--- config.mk ---
export PLATFORM = sky130hd
export DESIGN_NAME = adder_seq_ctrl
export DESIGN_NICKNAME = d
export VERILOG_FILES = /design/src/rtl/adder_seq_ctrl.sv
export SDC_FILE = /design/constraint.sdc
export NUM_CORES = 1
export LEC_CHECK = 0
export ABC_AREA = 1
export CAP_MARGIN = 40
export CORE_MARGIN = 2
export CORE_UTILIZATION = 25
export DETAILED_ROUTE_END_ITERATION = 8
export DONT_BUFFER_PORTS = 1
export SYNTH_ARGS = -nofsm -noshare
export SYNTH_HDL_FRONTEND = slang
export SYNTH_HIERARCHICAL = 1
export SYNTH_SLANG_ARGS = --single-unit
--- constraint.sdc ---
create_clock -name CLK -period 1.7 [get_ports CLK]
set_input_delay 0.085 -clock CLK [delete_from_list [all_inputs] [get_ports CLK]]
set_output_delay 0.085 -clock CLK [all_outputs]
set_load 0.02 [all_outputs]
--- src/rtl/adder_seq_ctrl.sv ---
// adder_seq_ctrl: nibble-serial adder sequencer.
// Adds two 4*NIBBLES-bit operands one nibble per cycle through a single
// Adder4bit slice, rippling the carry through a register between nibbles.
// Optional feature macro ADDSEQ_SUB_EN adds a SUB port for A - B.

// Shared 4-bit adder slice.
module Adder4bit (
  input  logic [3:0] A,
  input  logic [3:0] B,
  input  logic       CIN,
  output logic [3:0] SUM,
  output logic       CARRY
);

  // Plain 4-bit add with carry in and carry out.
  assign {CARRY, SUM} = 5'(A) + 5'(B) + 5'(CIN);

endmodule

module adder_seq_ctrl #(
  parameter int unsigned NIBBLES = 4
) (
  input  logic                   CLK,
  input  logic                   RST,
  input  logic                   START,
  input  logic [4*NIBBLES-1:0]   OP_A,
  input  logic [4*NIBBLES-1:0]   OP_B,
  input  logic                   CIN,
`ifdef ADDSEQ_SUB_EN
  input  logic                   SUB,
`endif
  output logic                   BUSY,
  output logic                   DONE,
  output logic [4*NIBBLES-1:0]   RESULT,
  output logic                   COUT
);

  localparam int unsigned W  = 4 * NIBBLES;
  localparam int unsigned CW = (NIBBLES > 1) ? $clog2(NIBBLES) : 1;

  typedef enum logic [1:0] {
    ST_IDLE = 2'd0,
    ST_RUN  = 2'd1,
    ST_FIN  = 2'd2
  } state_t;

  state_t          r_state;
  logic [W-1:0]    r_sa;
  logic [W-1:0]    r_sb;
  logic            r_carry;
  logic [CW-1:0]   r_cnt;

  logic [3:0]      w_sum;
  logic            w_carry;
  logic [W-1:0]    w_result_next;
  logic [W-1:0]    w_load_b;
  logic            w_load_c;

  // Single shared slice works on the low nibble of the operand shifters.
  Adder4bit u_slice (
    .A     (r_sa[3:0]),
    .B     (r_sb[3:0]),
    .CIN   (r_carry),
    .SUM   (w_sum),
    .CARRY (w_carry)
  );

  // Result fills from the top so the LSB nibble ends up at bit 0 after NIBBLES shifts.
  assign w_result_next = (RESULT >> 4) | (W'(w_sum) << (W - 4));

`ifdef ADDSEQ_SUB_EN
  // Subtract as A + ~B + 1; COUT then reads as "no borrow".
  assign w_load_b = SUB ? ~OP_B : OP_B;
  assign w_load_c = SUB ? 1'b1 : CIN;
`else
  // Addition only.
  assign w_load_b = OP_B;
  assign w_load_c = CIN;
`endif

  // Sequencer FSM with registered handshake and datapath outputs.
  always_ff @(posedge CLK) begin
    if (RST) begin
      r_state <= ST_IDLE;
      r_sa    <= '0;
      r_sb    <= '0;
      r_carry <= 1'b0;
      r_cnt   <= '0;
      BUSY    <= 1'b0;
      DONE    <= 1'b0;
      RESULT  <= '0;
      COUT    <= 1'b0;
    end else begin
      DONE <= 1'b0;
      case (r_state)
        ST_IDLE, ST_FIN: begin
          if (START) begin
            r_sa    <= OP_A;
            r_sb    <= w_load_b;
            r_carry <= w_load_c;
            r_cnt   <= '0;
            BUSY    <= 1'b1;
            r_state <= ST_RUN;
          end else begin
            r_state <= ST_IDLE;
          end
        end
        ST_RUN: begin
          RESULT  <= w_result_next;
          r_carry <= w_carry;
          r_sa    <= r_sa >> 4;
          r_sb    <= r_sb >> 4;
          r_cnt   <= r_cnt + CW'(1);
          if (r_cnt == CW'(NIBBLES - 1)) begin
            r_cnt   <= '0;
            BUSY    <= 1'b0;
            DONE    <= 1'b1;
            COUT    <= w_carry;
            r_state <= ST_FIN;
          end
        end
        default: begin
          BUSY    <= 1'b0;
          r_state <= ST_IDLE;
        end
      endcase
    end
  end

endmodule

==> results of run 1 <==
## path summary, 6_finish.rpt
kind / startpoint / endpoint / slack [ps] / depth (start not counted)
setup / recovery: r_sb[0]$_SDFFE_PP0P_ / r_carry$_SDFFE_PP0P_ / 120 / 10
hold / removal: START / r_sb[15]$_SDFFE_PP0P_ / 50 / 4
setup reg to reg: r_sb[0]$_SDFFE_PP0P_ / r_carry$_SDFFE_PP0P_ / 120 / 10
hold reg to reg: r_sa[12]$_SDFFE_PP0P_ / r_sa[12]$_SDFFE_PP0P_ / 490 / 2
## through the flow
step / cell area (µm²) / worst slack, ps / instances
4_1_cts: 3310 / 2.72 / 568
3_5_place_dp: 2870 / 4.62 / 526
3_3_place_gp: 2870 / 88.0 / 526
5_1_grt: 3310 / 23.2 / 568
2_1_floorplan: 2760 / 195 / 405
6_report: 3310 / 122 / 568
## power by group
group | total [µW] | leakage (µW) | switching (µW) | internal, µW
logic | 641 | 0.000901 | 370 | 271
registers | 1540 | 0.000463 | 111 | 1430
clock network | 774 | 0.0000510 | 447 | 327
total | 2960 | 0.00141 | 928 | 2030
## metal layers
metal  track usage, %  wire, µm  up-vias
met2             19.2      3090       73
met5                0         0        -
met1             15.4      3070     1122
met4             3.11        55        0
li1                 -         -     1309
met3             3.77       542        7
## cell families (layout without fill, tap and decap cells)
| family | after synthesis | count (layout) | synth area share, % |
|---|---|---|---|
| simple gates | 222 | 222 | 35.9 |
| buf+inv | 87 | 110 | 13.8 |
| flops | 56 | 56 | 40.7 |
| compound gates | 33 | 33 | 5.99 |
| fa+ha+maj | 6 | 6 | 3.27 |
| xor+xnor | 1 | 1 | 0.318 |
## what timing repair did
item / 4_1_cts / 5_1_grt
endpoints found under the hold margin: 39 / 0
gates resized for setup: 3 / 3
hold buffers: 34 / 0
pin swaps: 0 / 1
endpoints found under the setup margin: 1 / 1
## sequential cells by signal (all words and copies together) (netlist names)
name     count
RESULT      16
COUT         1
r_sa        16
r_carry      1
r_state      2
BUSY         1
r_cnt        2
r_sb        16
DONE         1
## cell type report
| type | instances | area share (%) |
|---|---|---|
| multi-input cells | 262 | 38.2 |
| flip-flops and latches | 56 | 34.0 |
| repair buffers | 40 | 12.8 |
| inverters | 62 | 7.02 |
| well taps | 140 | 5.29 |
| clock buffers | 6 | 2.49 |
| clock inverters | 2 | 0.302 |
## cell usage in the layout, fill, tap and decap left out, types with 4 or more instances in the layout
cell,n
ha_1,4
inv_2,5
nor2_1,61
clkbuf_8,6
nand3_1,55
nand3b_1,9
a21oi_1,15
nand2_1,68
o21ai_1,17
clkinv_1,19
nor3_1,25
inv_1,38
dfxtp_1,53
dlygate4sd3_1,34
## critical path: stages, from the launching register on
cell and delay [ps]:
dfxtp_2 360, fa_2 220, inv_1 60, fa_2 360
o21ai_2 150, inv_1 50, nand3_1 70, nand2_1 60
inv_2 70, nand2_1 40, nor2_1 70
==> results.toml, run 1 <==
[floorplan]
die_w_um = 109
die_height_um = 109
initial_core_util_pct = 25.5
dieArea_um2 = 11900
core-area_um2 = 10800
rows = 38
top_level_ports = 55

[drt]
drc = 0
drtIter0Drc = 133
routedWlPerCell_um = 11.9
num_vias = 2511
avgViaCountPerCell = 4.42
first_pass_iters = 5
drtAntennaViolNets = 0
wirelength_um = 6760

[sta]
hold_ws_ps = 48.7
final-setup-viol-count = 0
fin_skew_ps = 7.05
finalCritPeriodShare_pct = 92.8
hold_viol_final = 0
fmax_mhz = 634
slew_viol_final = 0
layout_min_cycle_time_ps = 1580
worst_pin_slew_ps = 669
slew_headroom_pct = 55.3
setup_tns_ps = 0
rsz0062_at_grt = "no"

[cts]
cts_buffer_depth = 2
clk_latency_ps = 310
cts-root-buf = "clkbuf_8"
cts_inserted_buffers = 5
post_cts_buffers = 0
cts_tree = "yes"
clk_pin_slew_worst_paths_ps = 100
h-tree-depth = 2
cts.sinks = 56

[pwr]
leakagePower_uw = 0.00141
pwr_density_cell_nw_per_um2 = 893
total_power_uw = 2960
peakVddDrop_uv = 502

[critical_path]
worstPathArrival_ps = 1830
start_kind = "register"
cp_max_fo = 3
required_ps = 1950
crit_type = "reg2reg"
endpoint_kind = "register"

[logic_synthesis]
ys.flop_type = "dfxtp_1"
synth_area_um2 = 2760
postSynth.asyncResetShare_pct = 0
synth_seq_cells = 56
synth.distinct_cells = 20
synth_largest_area_cell = "dfxtp_1"
yosysMostFrequentCell = "nand2_1"
synthTopCellsByArea = "dfxtp_1, nand3_1, nand2_1, nor2_1, inv_1"
synth_edf_count = 0
synth_warnings = 6
syn_nets = 447
postSynthAreaPerCell_um2 = 6.80
synth_common_cells = "nand2_1, nor2_1, dfxtp_1"
synth_top_area_share_pct = 40.7
seq_area_frac_synth_pct = 40.7
netlist_instances = 405

[layout]
fin_util_pct = 30.7
seq_area_um2 = 1120
fillers = 1204
area_growth_pct = 20.3
final_layout_size_suffix_gt1_share_pct = 6.78
antenna_cells = 0
nets = 469
multiInputGateArea_um2 = 1260

[global_route]
grt_usage_pct = 11.9
grt_pass1_vias = 2419
grt_pass1_wl_um = 11300
antenna_found_initial = 0
grt.overflow.total = 0
grt_max_degree = 52

[outcome]
outcome = "finished clean"

[worst_hold_path]
hp-class = "in2reg"

[placement]
gp_congestion = 0.762
io_buffers = 0
hpwl_um = 4580

[run]
maxCapViolCount = 0
(Power assumes the default switching activity.)
==> inputs of run 2 (changes only) <==
CORE_UTILIZATION = 63   (was 25)
PLACE_DENSITY = 0.79   (was unset)
REMOVE_ABC_BUFFERS = 1   (was unset)
==> run 2 against run 1 <==
  * Register-to-register slack worse by 30 ps
  * Cell count fell by 15%
  * Combinational power grew 1%
  * Sequential share of layout area rose by 0.75 points
  * Clock skew fell by 1.2 ps
==> results.toml, run 2 (synthesized netlist as in run 1, its figures left out) <==
[placement]
hpwl_um = 3550
io_buffers = 0
place_ws_ps = 47.5
gp_congestion = 0.766
placed_area_um2 = 2750

[worst_hold_path]
hold_depth = 4
hp-class = "in2reg"

[sta]
hold_ws_ps = 66.7
fin_skew_ps = 5.90
finalCritPeriodShare_pct = 94.8
setup_tns_ps = 0
layout_setup_ws_ps = 88.9
final-setup-viol-count = 0
layout_min_cycle_time_ps = 1610
worst_pin_slew_ps = 671
fmax_mhz = 621
hold_viol_final = 0
slew_viol_final = 0
slew_headroom_pct = 55.2

[global_route]
grt_pass1_vias = 2359
grt_max_degree = 52
grt_pass1_wl_um = 10000
antenna_found_initial = 0
grt_usage_pct = 25.1
grt.overflow.total = 0

[drt]
drtIter0Drc = 175
drtAntennaViolNets = 0
avgViaCountPerCell = 5.28
num_vias = 2550
drc = 0
wirelength_um = 5990
routedWlPerCell_um = 12.4
first_pass_iters = 4

[critical_path]
worstPathArrival_ps = 1860
reg2reg_depth = 10
regToRegStartpoint = "r_carry$_SDFFE_PP0P_"
reg2reg_slack_ps = 90
crit_type = "reg2reg"
crit_start = "r_carry$_SDFFE_PP0P_"
start_kind = "register"
r2r-end = "r_carry$_SDFFE_PP0P_"
endpoint_kind = "register"
endpoint = "r_carry$_SDFFE_PP0P_"
required_ps = 1950
cp_max_fo = 2

[layout]
fin_util_pct = 75.5
antenna_cells = 0
final_area_um2 = 3240
fillers = 356
layout_commonest_cell = "nand2_1"
area_growth_pct = 17.7
nets = 472
final_layout_size_suffix_gt1_share_pct = 8.35
reg_top3 = "RESULT (16), r_sa (16), r_sb (16)"
final_cell_mix = "nand2_1, nor2_1, nand3_1, dfxtp_1, inv_1"

[cts]
cts_inserted_buffers = 5
cts_tree = "yes"
h-tree-depth = 2
cts_buffer_depth = 2
clk_latency_ps = 310
clk_pin_slew_worst_paths_ps = 100
cts-root-buf = "clkbuf_8"
cts.sinks = 56

[outcome]
outcome = "finished clean"

[floorplan]
initial_core_util_pct = 64.2
die_height_um = 70.1
core-area_um2 = 4290
top_level_ports = 55
rows = 24
dieArea_um2 = 4920
die_w_um = 70.1

[pwr]
leakagePower_uw = 0.00143
pwr_density_cell_nw_per_um2 = 944
peakVddDrop_uv = 502

[run]
maxCapViolCount = 0
-- run 2: cell count changes in the layout (fill, tap and decap cells not counted), sizes merged --
cell / change
bufinv: +1
clkinv: -1
buf: +3
clkbuf: -1
clkinvlp: +1
-- run 2: per-stage QoR --
stage / power, µW / instances
global route: 3220 / 483
detailed placement: 2120 / 439
CTS: 3040 / 481
floorplan: 1990 / 380
global placement: 2100 / 439
finish: 3060 / 483
-- run 2: power breakdown --
group / switching (µW) / internal [µW]
combinational: 370 / 278
sequential: 109 / 1430
clock: 435 / 437
-- run 2: layout make-up --
| class | count | area, µm² | area share [%] |
|---|---|---|---|
| clock inverters | 3 | 42.5 | 1.31 |
| repair buffers | 43 | 433 | 13.4 |
| flip-flops and latches | 56 | 1120 | 34.7 |
| well taps | 52 | 65.1 | 2.01 |
| clock buffers | 5 | 68.8 | 2.12 |
| inverters | 62 | 233 | 7.18 |
| multi-input cells | 262 | 1270 | 39.3 |
-- run 2: worst max-delay path, stage by stage, from the launching register on --
cell and delay (ps):
dfxtp_2 360, fa_2 230, inv_2 50, fa_2 390
o21ai_2 150, inv_1 70, nand3_2 70, nand2_2 50
inv_2 70, nand2_2 40, nor2_1 90
-- run 2: layer usage --
layer | vias up | GRT usage [%] | wire length [µm]
li1 | 1317 | - | -
met1 | 1165 | 30.1 | 2670
met2 | 58 | 44.4 | 3000
met3 | 10 | 5.05 | 238
met4 | 0 | 8.97 | 74
met5 | - | 0 | 0
-- run 2: worst min-delay path by stage --
stage | start | to | slack [ps]
after floorplan | RST | COUT$_SDFFE_PP0P_ | 150
after global routing | START | r_sa[13]$_SDFFE_PP0P_ | 80
after detailed placement | RST | r_sb[15]$_SDFFE_PP0P_ | 160
final | START | r_sa[13]$_SDFFE_PP0P_ | 70
after CTS | START | r_sa[13]$_SDFFE_PP0P_ | 60
after global placement | RST | COUT$_SDFFE_PP0P_ | 160
-- run 2: what timing repair did --
item | 4_1_cts | 5_1_grt
hold endpoints to repair | 39 | 0
hold buffers | 34 | 0
buffers inserted | 0 | 2
setup endpoints to repair | 0 | 3
gates resized for setup | 0 | 10
==> inputs of run 3 (changes only) <==
ABC_AREA = unset   (was 1)
CORE_UTILIZATION = 62   (was 63)
PLACE_DENSITY = 0.78   (was 0.79)
==> run 3 against run 2 <==
  * Core utilization up 0.26 points
  * Highest routed layer unchanged
  * Wire length fell by 22%
  * Clock skew increased by 2.0 ps
  * Largest power group unchanged
  * Total power rose by 0.53%
  * Die area down 7.4%
  * Cell count down 25%
  * Combinational power is 30% lower
  * Worst hold slack gained 51 ps
  * Clock power is 32% higher
  * Sequential share of layout area is 2.9 points higher
==> results.toml, run 3 <==
[cts]
cts.sinks = 56
clk_pin_slew_worst_paths_ps = 90
h-tree-depth = 2
cts_buffer_depth = 2
clk_latency_ps = 300
cts-root-buf = "clkbuf_8"
cts_tree = "yes"
cts_inserted_buffers = 5

[layout]
layout_commonest_cell = "nand2_1"
fin_cells = 364
reg_top3 = "RESULT (16), r_sa (16), r_sb (16)"
area_growth_pct = 19.5
final_cell_mix = "nand2_1, dfxtp_1, dlygate4sd3_1, nor2_1, a21oi_1"
final_layout_size_suffix_gt1_share_pct = 13.4
antenna_cells = 0
nets = 355

[floorplan]
initial_core_util_pct = 63.4
top_level_ports = 55
core-area_um2 = 3940
die_w_um = 67.5
rows = 23
die_height_um = 67.5
dieArea_um2 = 4550

[critical_path]
endpoint_kind = "register"
required_ps = 1920
crit_chain = "fa_2 -> inv_1 -> fa_2 -> nor2b_1 -> o21ai_1 -> nand2b_1 -> nor2_1 -> a311oi_2"
cp_common_cell = "fa_2"
worstPathArrival_ps = 1800
crit_start = "r_sa[0]$_SDFFE_PP0P_"
cp_slowest_cell = "dfxtp_2"
critPathTopFamily = "adder cells"
start_kind = "register"
regToRegStartpoint = "r_sa[0]$_SDFFE_PP0P_"
slowest_delay_ps = 360
worst-path-buf-inv = 1
cp_max_fo = 2
crit_type = "reg2reg"

[logic_synthesis]
synthTopCellsByArea = "dfxtp_1, nand2_1, a311oi_2, a21oi_1, nor2_1"
synth.distinct_cells = 25
synth_top_area_share_pct = 44.9
synth_largest_area_cell = "dfxtp_1"
yosysMostFrequentCell = "nand2_1"
synth_edf_count = 0
synth_seq_cells = 56
netlist_instances = 291
ys.flop_type = "dfxtp_1"
synth_warnings = 6
seq_area_frac_synth_pct = 44.9
postSynthAreaPerCell_um2 = 8.59
postSynth.asyncResetShare_pct = 0
synth_area_um2 = 2500
synth_common_cells = "nand2_1, dfxtp_1, nor2_1"

[pwr]
peakVddDrop_uv = 657
pwr_density_cell_nw_per_um2 = 1030
leakagePower_uw = 0.00111

[drt]
first_pass_iters = 4
drtIter0Drc = 105
drtAntennaViolNets = 0
routedWlPerCell_um = 12.8
avgViaCountPerCell = 5.46
drc = 0
num_vias = 1986
wirelength_um = 4670

[global_route]
antenna_found_initial = 0
grt_usage_pct = 21.8
grt_max_degree = 62
grt.overflow.total = 0
grt_pass1_vias = 1779
grt_pass1_wl_um = 7630

[placement]
hpwl_um = 2570
gp_congestion = 0.702
place_inst = 321
io_buffers = 0

[run]
maxCapViolCount = 0

[sta]
setup_tns_ps = 0
hold_viol_final = 0
hold_ws_ps = 117
final-setup-viol-count = 0
slew_viol_final = 0
fmax_mhz = 633
finalCritPeriodShare_pct = 92.9
worst_pin_slew_ps = 339
fin_skew_ps = 7.94
slew_headroom_pct = 77.4
layout_min_cycle_time_ps = 1580

[outcome]
outcome = "finished clean"

[worst_hold_path]
hp-class = "in2reg"
min_from = "RST"
[run 3: worst register-to-register path, cell delays in order (launching register included)]
cell and delay [ps]:
dfxtp_2 360, fa_2 200, inv_1 50, fa_2 340, nor2b_1 110, o21ai_1 70, nand2b_1 90, nor2_1 50
a311oi_2 220
[run 3: what timing repair did]
item                                    4_1_cts  5_1_grt
hold endpoints to repair                     56        0
endpoints found under the setup margin        0        2
buffers inserted                              0        1
hold buffers                                 34        0
gates resized for setup                       0        5
[run 3: path summary, 6_finish.rpt]
| check | end | slack [ps] | depth (start not counted) |
|---|---|---|---|
| max reg2reg | r_carry$_SDFFE_PP0P_ | 120 | 8 |
| max | r_carry$_SDFFE_PP0P_ | 120 | 8 |
| min | r_sb[15]$_SDFFE_PP0P_ | 120 | 2 |
| min reg2reg | r_sa[13]$_SDFFE_PP0P_ | 470 | 2 |
[run 3: cells by family after synthesis]
| group | synth area share (%) |
|---|---|
| compound gates | 20.8 |
| xor+xnor | 0.701 |
| fa+ha+maj | 3.61 |
| buf+inv | 7.56 |
| flops | 44.9 |
| simple gates | 22.5 |
[run 3: area by class of cell]
type,count,area (µm²)
flip-flops and latches,56,1120
well taps,50,62.6
fillers,282,956
repair buffers,40,428
clock inverters,3,90.1
multi-input cells,206,1200
clock buffers,5,68.8
inverters,4,15.0
[run 3: report_power, final]
group	internal, µW	leakage, µW	switching, µW	total, µW
Sequential	1400	0.000460	72.5	1470
Combinational	210	0.000568	245	455
Clock	736	0.0000784	413	1150
Total	2350	0.00111	730	3080
[run 3: layer usage]
metal	up-vias	share of wire, %	wire [µm]	GRT usage (%)
met2	55	49	2290	38.1
li1	1019	-	-	-
met5	-	0	0	0
met1	907	44	2040	26.1
met3	5	6.4	300	5.67
met4	0	0.88	41	6.89
[run 3: stage by stage]
stage | worst slack [ps] | instance area, µm² | power [µW] | util [%]
after floorplan | -837 | 2320 | 1770 | -
after global placement | 81.2 | 2450 | 1840 | 62.3
after detailed placement | 46.4 | 2450 | 1860 | 62.3
after CTS | 26.5 | 2970 | 3090 | 75.4
after global routing | -6.77 | 2990 | 3220 | 75.8
final | 121 | 2990 | 3080 | 75.8
